## src/rtl/reservation_station_pkg.sv

```systemverilog
// Shared definitions for the reservation station: entry states and tag constants.
package reservation_station_pkg;

  // Entry lifecycle: EMPTY -> WAIT -> READY -> EXEC -> EMPTY
  typedef enum logic [1:0] {
    RS_EMPTY = 2'd0,
    RS_WAIT  = 2'd1,
    RS_READY = 2'd2,
    RS_EXEC  = 2'd3
  } rs_state_e;

  // Low tag bits hold idx+1, so a tag of all zeros never names an entry
  localparam int RS_IDX_TAG_W = 2;
  // Tag value meaning "operand already present"
  localparam int RS_NULL_TAG  = 0;

endpackage

```

## src/rtl/reservation_station_rs_entry.sv

```systemverilog
// One reservation-station entry: state machine, operand capture (issue bypass
// and CDB snoop) and release on broadcast of its own result tag.
module rs_entry
  import reservation_station_pkg::*;
#(
  parameter int DATA_W = 32,
  parameter int TAG_W  = 4
) (
  input  logic              clk,
  input  logic              rst_n,
  input  logic [TAG_W-1:0]  own_tag,
  input  logic              alloc,
  input  logic [1:0]        alloc_op,
  input  logic [DATA_W-1:0] alloc_vj,
  input  logic [DATA_W-1:0] alloc_vk,
  input  logic [TAG_W-1:0]  alloc_qj,
  input  logic [TAG_W-1:0]  alloc_qk,
  input  logic              cdb_valid,
  input  logic [TAG_W-1:0]  cdb_tag,
  input  logic [DATA_W-1:0] cdb_data,
  input  logic              fire,
  output logic [1:0]        state,
  output logic [1:0]        op,
  output logic [DATA_W-1:0] vj,
  output logic [DATA_W-1:0] vk
);

  rs_state_e         st;
  logic [TAG_W-1:0]  qj, qk, src_qj, src_qk, nqj, nqk;
  logic [DATA_W-1:0] src_vj, src_vk, nvj, nvk;
  logic              hit_j, hit_k;

  assign state = st;

  // Operand source is the issue bus while empty, else the stored operand;
  // a matching CDB broadcast replaces the value and clears the tag.
  always_comb begin
    src_qj = (st == RS_EMPTY) ? alloc_qj : qj;
    src_qk = (st == RS_EMPTY) ? alloc_qk : qk;
    src_vj = (st == RS_EMPTY) ? alloc_vj : vj;
    src_vk = (st == RS_EMPTY) ? alloc_vk : vk;
    hit_j  = cdb_valid && (src_qj != TAG_W'(RS_NULL_TAG)) && (src_qj == cdb_tag);
    hit_k  = cdb_valid && (src_qk != TAG_W'(RS_NULL_TAG)) && (src_qk == cdb_tag);
    nqj    = hit_j ? TAG_W'(RS_NULL_TAG) : src_qj;
    nqk    = hit_k ? TAG_W'(RS_NULL_TAG) : src_qk;
    nvj    = hit_j ? cdb_data : src_vj;
    nvk    = hit_k ? cdb_data : src_vk;
  end

  // Entry state machine
  always_ff @(posedge clk or negedge rst_n) begin
    if (!rst_n) begin
      st <= RS_EMPTY;
      op <= '0;
      vj <= '0;
      vk <= '0;
      qj <= '0;
      qk <= '0;
    end else begin
      case (st)
        RS_EMPTY: if (alloc) begin
          op <= alloc_op;
          vj <= nvj;
          vk <= nvk;
          qj <= nqj;
          qk <= nqk;
          st <= (nqj == TAG_W'(RS_NULL_TAG) && nqk == TAG_W'(RS_NULL_TAG)) ? RS_READY : RS_WAIT;
        end
        RS_WAIT: begin
          vj <= nvj;
          vk <= nvk;
          qj <= nqj;
          qk <= nqk;
          if (nqj == TAG_W'(RS_NULL_TAG) && nqk == TAG_W'(RS_NULL_TAG)) st <= RS_READY;
        end
        RS_READY: if (fire) st <= RS_EXEC;
        RS_EXEC:  if (cdb_valid && cdb_tag == own_tag) st <= RS_EMPTY;
        default:  st <= RS_EMPTY;
      endcase
    end
  end

endmodule

```

## src/rtl/reservation_station.sv

```systemverilog
// Reservation station top: entry allocation, dispatch select with lock, and
// optional oldest-first dispatch (macro RS_OLDEST_FIRST_EN).
module reservation_station
  import reservation_station_pkg::*;
#(
  parameter int DEPTH      = 3,
  parameter int DATA_W     = 32,
  parameter int TAG_W      = 4,
  parameter int STATION_ID = 1
) (
  input  logic              clk,
  input  logic              rst_n,
  input  logic              issue_en,
  input  logic [1:0]        issue_op,
  input  logic [DATA_W-1:0] issue_vj,
  input  logic [DATA_W-1:0] issue_vk,
  input  logic [TAG_W-1:0]  issue_qj,
  input  logic [TAG_W-1:0]  issue_qk,
  output logic [TAG_W-1:0]  issue_tag,
  output logic              is_full,
  input  logic              cdb_valid,
  input  logic [TAG_W-1:0]  cdb_tag,
  input  logic [DATA_W-1:0] cdb_data,
  output logic              disp_valid,
  input  logic              disp_ready,
  output logic [1:0]        disp_op,
  output logic [DATA_W-1:0] disp_a,
  output logic [DATA_W-1:0] disp_b,
  output logic [TAG_W-1:0]  disp_tag
);

  localparam int IDX_W = (DEPTH > 1) ? $clog2(DEPTH) : 1;
  localparam logic [TAG_W-RS_IDX_TAG_W-1:0] SID = (TAG_W-RS_IDX_TAG_W)'(STATION_ID);

  logic [DEPTH-1:0][1:0]        st;
  logic [DEPTH-1:0][1:0]        op_a;
  logic [DEPTH-1:0][DATA_W-1:0] vj_a, vk_a;
  logic [DEPTH-1:0][TAG_W-1:0]  tag_a;
  logic [DEPTH-1:0]             alloc, fire, empty_v, ready_v;
  logic [IDX_W-1:0]             free_idx, pick_idx, sel, lock_idx;
  logic                         pick_vld, lock_vld;

  genvar g;
  generate
    for (g = 0; g < DEPTH; g++) begin : g_ent
      assign tag_a[g]   = {SID, RS_IDX_TAG_W'(g + 1)};
      assign empty_v[g] = (st[g] == RS_EMPTY);
      assign ready_v[g] = (st[g] == RS_READY);
      assign alloc[g]   = issue_en & ~is_full & (free_idx == IDX_W'(g));
      assign fire[g]    = disp_valid & disp_ready & (sel == IDX_W'(g));

      rs_entry #(.DATA_W(DATA_W), .TAG_W(TAG_W)) u_ent (
        .clk      (clk),
        .rst_n    (rst_n),
        .own_tag  (tag_a[g]),
        .alloc    (alloc[g]),
        .alloc_op (issue_op),
        .alloc_vj (issue_vj),
        .alloc_vk (issue_vk),
        .alloc_qj (issue_qj),
        .alloc_qk (issue_qk),
        .cdb_valid(cdb_valid),
        .cdb_tag  (cdb_tag),
        .cdb_data (cdb_data),
        .fire     (fire[g]),
        .state    (st[g]),
        .op       (op_a[g]),
        .vj       (vj_a[g]),
        .vk       (vk_a[g])
      );
    end
  endgenerate

  // Lowest-index empty entry is the allocation target
  always_comb begin
    free_idx = '0;
    for (int i = DEPTH - 1; i >= 0; i--)
      if (empty_v[i]) free_idx = IDX_W'(i);
  end

  assign is_full   = ~|empty_v;
  assign issue_tag = is_full ? TAG_W'(RS_NULL_TAG) : tag_a[free_idx];

`ifdef RS_OLDEST_FIRST_EN
  logic [DEPTH-1:0][1:0] age;

  // Ages restart on allocation and saturate as later issues arrive
  always_ff @(posedge clk or negedge rst_n) begin
    if (!rst_n) begin
      age <= '0;
    end else if (issue_en && !is_full) begin
      for (int i = 0; i < DEPTH; i++)
        if (alloc[i])           age[i] <= 2'd0;
        else if (age[i] != 2'd3) age[i] <= age[i] + 2'd1;
    end
  end

  // Oldest ready entry wins; ties go to the lower index
  always_comb begin
    pick_idx = '0;
    pick_vld = 1'b0;
    for (int i = 0; i < DEPTH; i++)
      if (ready_v[i] && (!pick_vld || age[i] > age[pick_idx])) begin
        pick_idx = IDX_W'(i);
        pick_vld = 1'b1;
      end
  end
`else
  // Lowest-index ready entry wins
  always_comb begin
    pick_idx = '0;
    pick_vld = |ready_v;
    for (int i = DEPTH - 1; i >= 0; i--)
      if (ready_v[i]) pick_idx = IDX_W'(i);
  end
`endif

  // A presented but unaccepted entry stays selected until the handshake
  always_ff @(posedge clk or negedge rst_n) begin
    if (!rst_n) begin
      lock_vld <= 1'b0;
      lock_idx <= '0;
    end else begin
      lock_vld <= disp_valid & ~disp_ready;
      if (disp_valid) lock_idx <= sel;
    end
  end

  assign sel        = lock_vld ? lock_idx : pick_idx;
  assign disp_valid = lock_vld | pick_vld;
  assign disp_op    = disp_valid ? op_a[sel]  : '0;
  assign disp_a     = disp_valid ? vj_a[sel]  : '0;
  assign disp_b     = disp_valid ? vk_a[sel]  : '0;
  assign disp_tag   = disp_valid ? tag_a[sel] : '0;

endmodule

```

## config.mk

```make
export PLATFORM = sky130hd
export DESIGN_NAME = reservation_station
export DESIGN_NICKNAME = d
export VERILOG_FILES = /design/src/rtl/reservation_station_pkg.sv /design/src/rtl/reservation_station_rs_entry.sv /design/src/rtl/reservation_station.sv
export SDC_FILE = /design/constraint.sdc
export NUM_CORES = 1
export LEC_CHECK = 0
export BUFFER_PORTS_ARGS = -buffer_cell sky130_fd_sc_hd__buf_2
export CELL_PAD_IN_SITES_DETAIL_PLACEMENT = 0
export CELL_PAD_IN_SITES_GLOBAL_PLACEMENT = 1
export CORE_UTILIZATION = 49
export CTS_CLUSTER_SIZE = 10
export DETAILED_ROUTE_END_ITERATION = 10
export GPL_TIMING_DRIVEN = 0
export MAX_ROUTING_LAYER = met4
export PLACE_DENSITY_LB_ADDON = 0.1
export SETUP_SLACK_MARGIN = 0.4
export SYNTH_ARGS = -nofsm -noshare
export SYNTH_HDL_FRONTEND = slang
export SYNTH_SLANG_ARGS = --single-unit
```

## constraint.sdc

```tcl
create_clock -name clk -period 4.84 [get_ports clk]
set_input_delay 0.968 -clock clk [delete_from_list [all_inputs] [get_ports clk]]
set_output_delay 0.968 -clock clk [all_outputs]
set_load 0.02 [all_outputs]
```

Yosys cells after proc, flatten, opt, wreduce, memory -nomap -nowiden
Index checks and enable logic that the tools add are counted.
{"block": "word_totals", "reg_bits": 231, "output_inout_bits": 76}
{"block": "op_classes", "magnitude_cmp": 2, "n_reduce_logical": 50, "bitwise": 11, "n_eq_ne": 34, "muxes": 88}
{"op": "32-bit 2-to-1 mux", "count": 22}
{"op": "32-bit one-hot mux with 2 select lines", "count": 6}
{"op": "32-bit binary-select mux with 2-bit select", "count": 2}
{"op": "4-bit 2-to-1 mux", "count": 22}
{"op": "2-bit 2-to-1 mux", "count": 24}
{"op": "4-bit one-hot mux with 2 select lines", "count": 6}
{"op": "4-bit equality test", "count": 6}
{"op": "4-bit zero test", "count": 6}
{"op": "2-bit by 1-bit inequality test with 1-bit output (second input constant)", "count": 12}
{"op": "2-bit one-hot mux with 4 select lines", "count": 3}
{"op": "4-bit nonzero test", "count": 6}
{"op": "1-bit logical AND", "count": 18}
{"op": "4-bit binary-select mux with 2-bit select", "count": 2}
{"op": "2-bit equality test (second input constant)", "count": 8}
{"op": "4-bit by 3-bit equality test with 1-bit output (second input constant)", "count": 3}
{"op": "2-bit AND reduction", "count": 6}
{"op": "4-bit AND reduction", "count": 3}
{"op": "2-bit by 1-bit equality test with 1-bit output (second input constant)", "count": 5}
{"op": "2-bit zero test", "count": 5}
{"op": "1-bit AND", "count": 9}
{"op": "2-bit by 3-bit < comparator with 1-bit output (second input constant)", "count": 2}
{"op": "2-bit nonzero test", "count": 3}
{"op": "3-bit OR reduction", "count": 2}
{"op": "2-bit binary-select mux with 2-bit select", "count": 1}
{"op": "3 further kinds", "count": 3}

Longest topological paths before layout
Gate-level depths: netlist (run 1).
{"block": "logic_depth", "depth_word": 11, "mapped_depth": 15, "depth_no_buf": 11}

Cells and area by module
From an unflattened synthesis (run 1), not the netlist that was laid out.
{"block": "hier_totals", "hier_cells": 1223, "hier_area_um2": 13382.8}
{"mod": "rs_entry", "cells_per_inst": 319, "seq_area_each_um2": 1901.8, "instances": 3, "area_per_inst_um2": 3832.4}
{"mod": "reservation_station", "cells_per_inst": 266, "seq_area_each_um2": 75.1, "instances": 1, "area_per_inst_um2": 1885.6}

Worst setup path after synthesis (run 1)
No wires, ideal clock.
{"block": "synth_timing", "kind": "flip-flop to output port", "start": "reg g_ent[2].u_ent.st[0]", "end": "out disp_a[11]", "path_stages_with_launch": 11, "path_slack_ps": 1251, "arrival_time_ps": 2621, "cell_sequence": "dfrtp_1 -> inv_1 -> ha_1 -> inv_1 -> o41a_1 -> clkbuf_1 -> clkinv_1 -> clkbuf_1 -> buf_1 -> a22oi_1 -> o21ai_0"}
{"block": "synth_between", "elab_chain_len": 8}
{"element": "from (decl)", "line": "reservation_station_rs_entry.sv:28", "source": "rs_state_e st;"}
{"element": "from (signal assigned)", "line": "reservation_station_rs_entry.sv:67", "source": "st <= (nqj == TAG_W'(RS_NULL_TAG) && nqk == TAG_W'(RS_NULL_TAG)) ? RS_READY : RS_WAIT;"}
{"element": "2-bit equality test (*)", "line": "reservation_station.sv:48", "source": "assign ready_v[g] = (st[g] == RS_READY);"}
{"element": "2-bit 2-to-1 mux (3 in series)", "line": "reservation_station.sv:114", "source": "if (ready_v[i]) pick_idx = IDX_W'(i);"}
{"element": "2-bit 2-to-1 mux", "line": "reservation_station.sv:129", "source": "assign sel = lock_vld ? lock_idx : pick_idx;"}
{"element": "32-bit binary-select mux with 2-bit select", "line": "reservation_station.sv:132", "source": "assign disp_a = disp_valid ? vj_a[sel] : '0;"}
{"element": "32-bit 2-to-1 mux (not written as such)", "line": "reservation_station.sv:132"}
{"element": "32-bit 2-to-1 mux (*)", "line": "reservation_station.sv:132"}
{"element": "to (decl)", "line": "reservation_station.sv:27", "source": "output logic [DATA_W-1:0] disp_a,"}
Mark *: on every way between the ends. The rest lies on a longest branch, timed or not. The select of a mux whose other input is x is not followed.

Worst setup path after layout (run 1)
{"block": "layout_timing", "start": "reg g_ent[2].u_ent.st[0]", "end": "out disp_b[3]"}
{"block": "layout_between", "elab_chain_len": 8}
{"element": "2-bit equality test (*)", "line": "reservation_station.sv:48"}
{"element": "2-bit 2-to-1 mux (3 in series)", "line": "reservation_station.sv:114"}
{"element": "2-bit 2-to-1 mux", "line": "reservation_station.sv:129"}
{"element": "32-bit binary-select mux with 2-bit select", "line": "reservation_station.sv:133", "source": "assign disp_b = disp_valid ? vk_a[sel] : '0;"}
{"element": "32-bit 2-to-1 mux (not written as such)", "line": "reservation_station.sv:133"}
{"element": "32-bit 2-to-1 mux (*)", "line": "reservation_station.sv:133"}
{"element": "to (decl)", "line": "reservation_station.sv:28", "source": "output logic [DATA_W-1:0] disp_b,"}
Marks and branches as above.

==> reports/qor.csv, run 1 <==
stage,metric,value,unit
final_layout,"Design Area, Final",0.0155,mm2
floorplanning,Core Rows,59,
yosys,Synth area leaders,"dfrtp_1 (44%), mux2_2 (12%), mux2i_1 (6.6%), nand2_1 (3.8%), o21ai_0 (3.7%)",
setup_path,CP max FO,10,
setup_path,crit-path cells,"inv_1, ha_1, inv_1, o41a_1, clkbuf_4, clkinvlp_4, buf_4, buf_4, a22oi_1, o21ai_0, buf_2",
floorplanning,Initial Util,50.5,%
global_routing,first-pass GRT wire length,66400,um
floorplanning,core area,0.0263,mm2
sta,Fin. Hold Viols,0,
yosys,asr flop ratio synth,100,%
route,wire length per cell,23.3,um
power,power per cell area,812,mW/mm2
final_layout,Nets,1641,
yosys,share of the synthesized area in the top cell type,43.6,%
hold_path,hold crit path type,input pin to async pin,
route,Antenna Nets Post-Route,0,
power,Internal,6.70,mW
sta,hold_ws,0.301,ns
placement,dpl hpwl,29900,um
power,Psw,5.92,mW
clock_tree,Root Buffer,clkbuf_16,
clock_tree,# hold bufs at CTS,0,
final_layout,filler cell count,2371,
route,TritonRoute pass-1 iters,8,
sta,Finish-stage setup viols,0,
yosys,Yosys reg bits,231,
setup_path,crit start category,register,
floorplanning,Die Ht,167,um
placement,GP Congestion,0.874,
sta,Worst Skew,0.0110,ns
final_layout,layout cells sized above 1,31.0,%
clock_tree,CTS H-tree depth,1,
power,Leak Pwr,7.17,nW
global_routing,vias in the first global route,11300,
setup_path,FF-to-FF path depth,14,
clock_tree,"CTS clk-pin slew, worst paths",0.06,ns
power,Clk network pwr share,15.1,%
setup_path,Max stage delay on crit path,0.44,ns
setup_path,Reg2Reg Setup Slack,0.65,ns
power,Sw Ratio,46.9,%
yosys,register area share after synthesis,43.6,%
yosys,post-synthesis cell count,1292,
setup_path,WP data required,3.87,ns
setup_path,CP max-delay cell,dfrtp_1,
sta,count of pins over their slew limit,0,
power,Reg power frac,27.1,%
yosys,Unique masters post-synth,66,
floorplanning,IO Pins,191,
yosys,YS warnings,0,
global_routing,GRT Total Usage,32.0,%
power,Comb power frac,57.8,%
placement,port bufs,181,
floorplanning,die area,0.0277,mm2
route,DR DRC count,11,
job,Max Cap Viol,0,
setup_path,WS Path Type,register to output port,
route,Vias,11400,
global_routing,antenna violations before repair,7,
sta,Highest Clock Rate,230,MHz
sta,RSZ-0062 raised after global routing,true,
power,Max IR drop VDD,398,uV
setup_path,CP arrival,3.38,ns
yosys,"Cell Area, Synth",0.0133,mm2
placement,Area after DPL,0.0147,mm2
setup_path,CP Capture Type,output port,
sta,relative slew slack,27.9,%
route,routed vias/inst,6.15,
sta,min cycle time layout,4.35,ns
run_status,failing checks,DRC,
yosys,Post-synth top flop,dfrtp_1,
global_routing,largest net degree at the start of global routing,106,
yosys,Post-synth EDFFs,0,
floorplanning,Die Wd,167,um
clock_tree,later-pin clock latency in the skew report,0.55,ns
setup_path,reg2reg start,g_ent[1].u_ent.state[1],
run_status,status,"complete, but fails checks",
final_layout,synthesis-to-layout area growth,17.2,%
route,DR iter-0 viols,1066,
clock_tree,CTS buffer count,28,
setup_path,worst reg2reg path endpoint,g_ent[0].u_ent.vk[14],
clock_tree,CTS tree,built,
clock_tree,Sink Count,231,
yosys,leading area contributor after synthesis,dfrtp_1,
yosys,mean cell area of the mapped netlist,10.3,um2
sta,worst slew pin tran,1.08,ns
route,final wirelength,43300,um
global_routing,remaining global-route overflow,0,
sta,"Period Utilization, post-route",89.8,%
clock_tree,Max clock buf depth,3,
==> power groups by stage <==
stage	Sequential [mW]	Clock, mW	Combinational (mW)
CTS	3.41	1.92	7.19
global placement	3.41	0	7.01
global route	3.53	2.00	7.85
floorplan	3.29	0	4.91
finish	3.43	1.90	7.29
detailed placement	3.43	0	7.12
==> layer usage <==
layer	vias up	wire length (um)	GRT usage, %
met3	60	2870	5.47
met2	404	20200	50.0
li1	5207	-	-
met4	0	796	8.21
met1	5752	19500	43.1
met5	-	0	-
==> through the flow <==
| step | power [mW] | TNS (ns) | worst slack (ns) | utilization (%) | instances |
|---|---|---|---|---|---|
| finish | 12.6 | 0 | 0.495 | 59.2 | 1858 |
| global route | 13.4 | 0 | 0.396 | 59.2 | 1858 |
| CTS | 12.5 | 0 | 0.316 | 59.0 | 1851 |
| detailed placement | 10.5 | 0 | 0.0246 | 55.8 | 1811 |
| global placement | 10.4 | -352.52 | -1.55 | 55.5 | 1809 |
| floorplan | 8.20 | 0 | 1.25 | - | 1293 |
==> cell usage after synthesis, types with 30 or more instances <==
library cell and n:
mux2_2 136, nor2_1 69, a2bb2oi_2 30, o21ai_0 98
buf_2 35, nand2_1 136, a21oi_1 67, clkbuf_1 56
a2bb2oi_1 34, mux2i_1 87, dfrtp_1 231, a22oi_1 53
o22ai_1 64
==> worst max path at each step <==
stage / start / endpoint / slack, ns / depth (start not counted)
after detailed placement: g_ent[2].u_ent.state[0] / disp_b[1] / 0.02 / 11
final: g_ent[2].u_ent.state[0] / disp_b[3] / 0.49 / 11
after global placement: rst_n / g_ent[2].u_ent.vk[14] / -1.55 / 1
after global routing: g_ent[2].u_ent.state[0] / disp_a[21] / 0.40 / 12
after CTS: g_ent[2].u_ent.state[0] / disp_a[23] / 0.32 / 11
after floorplan: g_ent[2].u_ent.state[0] / disp_a[11] / 1.25 / 10
==> cell usage in the layout, fill, tap and decap left out, drive strengths merged, types with 6 or more instances in the layout <==
cell     count
xnor2       12
nand4        7
o21ai      104
xor2         6
a22oi       53
a32o         7
dfrtp      231
clkbuf      93
nor2        71
mux2i       87
inv         15
buf        235
nand2      137
o22ai       64
nor2b        7
a22o        14
mux2       136
ha          20
o21a         8
nor3         8
a2bb2oi     64
diode        7
a21oi       69
nand3        7
==> repair_timing <==
item | CTS | global route
buffers inserted | 0 | 0
gates resized for setup | 29 | 27
gates cloned | 0 | 0
endpoints found under the setup margin | 70 | 95
==> area by class of cell <==
cell class	instances	area [um2]	area share (%)
Clock inverter	3	26.3	0.169
Multi-Input combinational cell	938	6940	44.6
Sequential cell	231	5780	37.2
Inverter	16	63.8	0.410
Clock buffer	37	774	4.98
Timing Repair Buffer	183	971	6.24
Tap cell	335	419	2.70
Buffer	108	553	3.56
Antenna cell	7	17.5	0.113
==> kinds of logic (layout without fill, tap and decap cells) <==
group                    Yosys count  after routing  synth area share, %
AO/OA/AOI/OAI                    409            409                 21.9
other                              1              9               0.0283
XOR/XNOR                          18             18                 1.19
multiplexers                     223            223                 18.1
buffers and inverters            124            347                 4.24
adder cells (fa/ha/maj)           20             20                 1.89
AND/OR/NAND/NOR                  266            266                 9.03
flip-flops                       231            231                 43.6
==> state kept, by name (all words and copies together), names as in the netlist <==
register and flops:
g_ent.u_ent.qj 12, g_ent.u_ent.op 6, g_ent.u_ent.vj 96, g_ent.u_ent.vk 96, lock_vld 1, g_ent.u_ent.state 6
g_ent.u_ent.qk 12, lock_idx 2
==> critical path: cells and delay by family, from the launching register on <==
family / cells / cell delay, ns
buf+inv: 7 / 1.34
flops: 1 / 0.44
fa+ha+maj: 1 / 0.24
compound gates: 3 / 0.80
(Power assumes the default switching activity.)
==> inputs of run 2 (changes only) <==
GPL_TIMING_DRIVEN = 1   (was 0)
REMOVE_ABC_BUFFERS = 1   (was not set)
SKIP_LAST_GASP = 1   (was not set)
==> run 2 against run 1 <==
  * The run still ends with DRC left
  * Wire length down 4.9%
  * Sequential power about the same
  * Critical path depth down 1
  * Final area down 0.95%
  * Combinational power down 2%
  * Core utilization down 0.56 points
  * Setup slack better by 0.083 ns
  * Critical path type unchanged
  * Largest cell class unchanged
==> reports/qor.csv, run 2 (synthesized netlist as in run 1, its figures left out) <==
stage,metric,value,unit,change
global_routing,antenna violations before repair,3,,-4
power,Tot Pwr,12.5,mW,-1.3%
setup_path,crit-path cells,"inv_1, ha_1, inv_1, o41a_1, inv_2, nor2_4, buf_4, a22oi_1, o21ai_0, buf_2",,
sta,RSZ-0062 raised after global routing,false,,
setup_path,CP max-delay cell,nor2_4,,
setup_path,CP Launch Point,g_ent[2].u_ent.state[0],,
clock_tree,later-pin clock latency in the skew report,0.56,ns,about the same
setup_path,CP Capture Type,output port,,
clock_tree,Max clock buf depth,3,,unchanged
setup_path,WP data required,3.87,ns,about the same
global_routing,first-pass GRT wire length,65000,um,-2.2%
route,Vias,11100,,-2.4%
final_layout,layout cells sized above 1,30.9,%,-0.13 points
sta,"Period Utilization, post-route",88.1,%,-1.7 points
floorplanning,Core Rows,59,,unchanged
power,power per cell area,809,mW/mm2,-0.31%
global_routing,largest net degree at the start of global routing,110,,+3.8%
sta,relative slew slack,28.3,%,+0.37 points
sta,worst slew pin tran,1.07,ns,-0.00955 ns
sta,count of pins over their slew limit,0,,unchanged
clock_tree,CTS H-tree depth,1,,unchanged
route,routed vias/inst,6.23,,+1.4%
sta,Worst Skew,0.0128,ns,+0.00185 ns
sta,Finish-stage setup viols,0,,unchanged
clock_tree,Root Buffer,clkbuf_16,,
global_routing,gr busiest metal,met2,,
final_layout,most frequent cells in the layout,"dfrtp_1 (231), buf_2 (187), mux2_2 (136)",,
final_layout,synthesis-to-layout area growth,16.1,%,
power,Leak Pwr,7.04,nW,-1.8%
route,TritonRoute pass-1 iters,8,,unchanged
setup_path,WS Path Type,register to output port,,
floorplanning,IO Pins,191,,unchanged
route,DR iter-0 viols,846,,-21%
clock_tree,CTS tree,built,,
clock_tree,"CTS clk-pin slew, worst paths",0.06,ns,about the same
job,Max Cap Viol,0,,unchanged
clock_tree,Sink Count,231,,unchanged
final_layout,filler cell count,2302,,-2.9%
setup_path,Max stage delay on crit path,0.48,ns,+0.04 ns
global_routing,GRT Total Usage,30.6,%,-1.4 points
clock_tree,CTS buffer count,28,,unchanged
global_routing,remaining global-route overflow,0,,unchanged
floorplanning,Die Wd,167,um,unchanged
floorplanning,Initial Util,50.5,%,unchanged
setup_path,worst path bufs/invs,5,,-2
run_status,failing checks,DRC,,
final_layout,Largest regs,"g_ent.u_ent.vj (96), g_ent.u_ent.vk (96)",,
final_layout,Nets,1575,,-4.0%
placement,GP Congestion,0.807,,-7.7%
route,wire length per cell,23.0,um,-1.2%
hold_path,hold crit path type,input pin to async pin,,
sta,Fin. Hold Viols,0,,unchanged
placement,port bufs,188,,+3.9%
setup_path,CP most frequent cell,inv_1,,
placement,dpl hpwl,25500,um,-15%
sta,post-route setup TNS,0,ns,unchanged
clock_tree,# hold bufs at CTS,0,,unchanged
route,Antenna Nets Post-Route,0,,unchanged
sta,Highest Clock Rate,235,MHz,+1.9%
setup_path,reg2reg start,g_ent[1].u_ent.state[0],,
run_status,status,"complete, but fails checks",,
sta,min cycle time layout,4.26,ns,-0.0829 ns
global_routing,vias in the first global route,11200,,-0.80%
setup_path,CP max FO,24,,+14
setup_path,CP arrival,3.29,ns,-0.09 ns
global_routing,met3 capacity usage during global routing,3.78,%,-1.7 points
global_routing,met1 usage,40.9,%,-2.2 points
route,final wirelength,41200,um,-4.9%
floorplanning,Die Ht,167,um,unchanged
setup_path,crit start category,register,,
power,Max IR drop VDD,453,uV,+14%
route,DR DRC count,18,,+7
floorplanning,core area,0.0263,mm2,unchanged
floorplanning,die area,0.0277,mm2,unchanged
setup_path,critical path's top delay family,buffers and inverters,,
final_layout,"most common cell after layout, fill and taps aside",dfrtp_1,,
global_routing,met2 Use GR,49.3,%,-0.68 points
## run 2: path summary, 6_finish.rpt
check | depth (start not counted) | end | slack, ns
setup / recovery | 10 | disp_b[5] | 0.58
hold / removal | 1 | g_ent[0].u_ent.qk[0] | 0.47
setup reg to reg | 10 | g_ent[1].u_ent.vk[23] | 0.89
hold reg to reg | 2 | g_ent[0].u_ent.vj[4] | 0.48
max in group asynchronous | 2 | g_ent[2].u_ent.vk[16] | 3.22
min in group clk | 2 | g_ent[0].u_ent.vj[4] | 0.48
## run 2: where the power goes
group	switching, mW	total [mW]	leakage [nW]	internal, mW
Combinational	4.38	7.11	3.92	2.72
Sequential	0.564	3.45	2.73	2.89
Clock	0.818	1.90	0.391	1.09
Total	5.77	12.5	7.04	6.70
## run 2: layout make-up
class	count	area, um2	area share (%)
Antenna cell	5	12.5	0.0812
Clock buffer	35	757	4.92
Timing Repair Buffer	224	1300	8.42
Tap cell	335	419	2.72
Sequential cell	231	5780	37.5
Clock inverter	3	43.8	0.284
Inverter	16	60.1	0.390
Multi-Input combinational cell	939	7030	45.7
## run 2: per-stage QoR
step | hold WS (ns) | area, um2 | util [%] | std cells | setup slack (ns)
after floorplan | 0.447 | 12800 | - | 1185 | -1.51
after global placement | 0.461 | 14500 | 55.3 | 1740 | 0.871
after detailed placement | 0.470 | 14500 | 55.3 | 1740 | 0.801
after CTS | 0.483 | 15300 | 58.4 | 1779 | 0.401
after global routing | 0.507 | 15400 | 58.6 | 1786 | 0.386
final | 0.469 | 15400 | 58.6 | 1788 | 0.578
## run 2: repair_timing
item                                    CTS  global route
setup buffers                             0             4
endpoints found under the setup margin   41            18
gates cloned                              1             0
pin swaps                                 1             1
gates resized for setup                   1             3
## run 2: routing by layer
metal	vias to the layer above	part of all wire, %
li1	5052	-
met1	5651	45
met2	375	47
met3	70	5.5
met4	0	2.3
met5	-	0
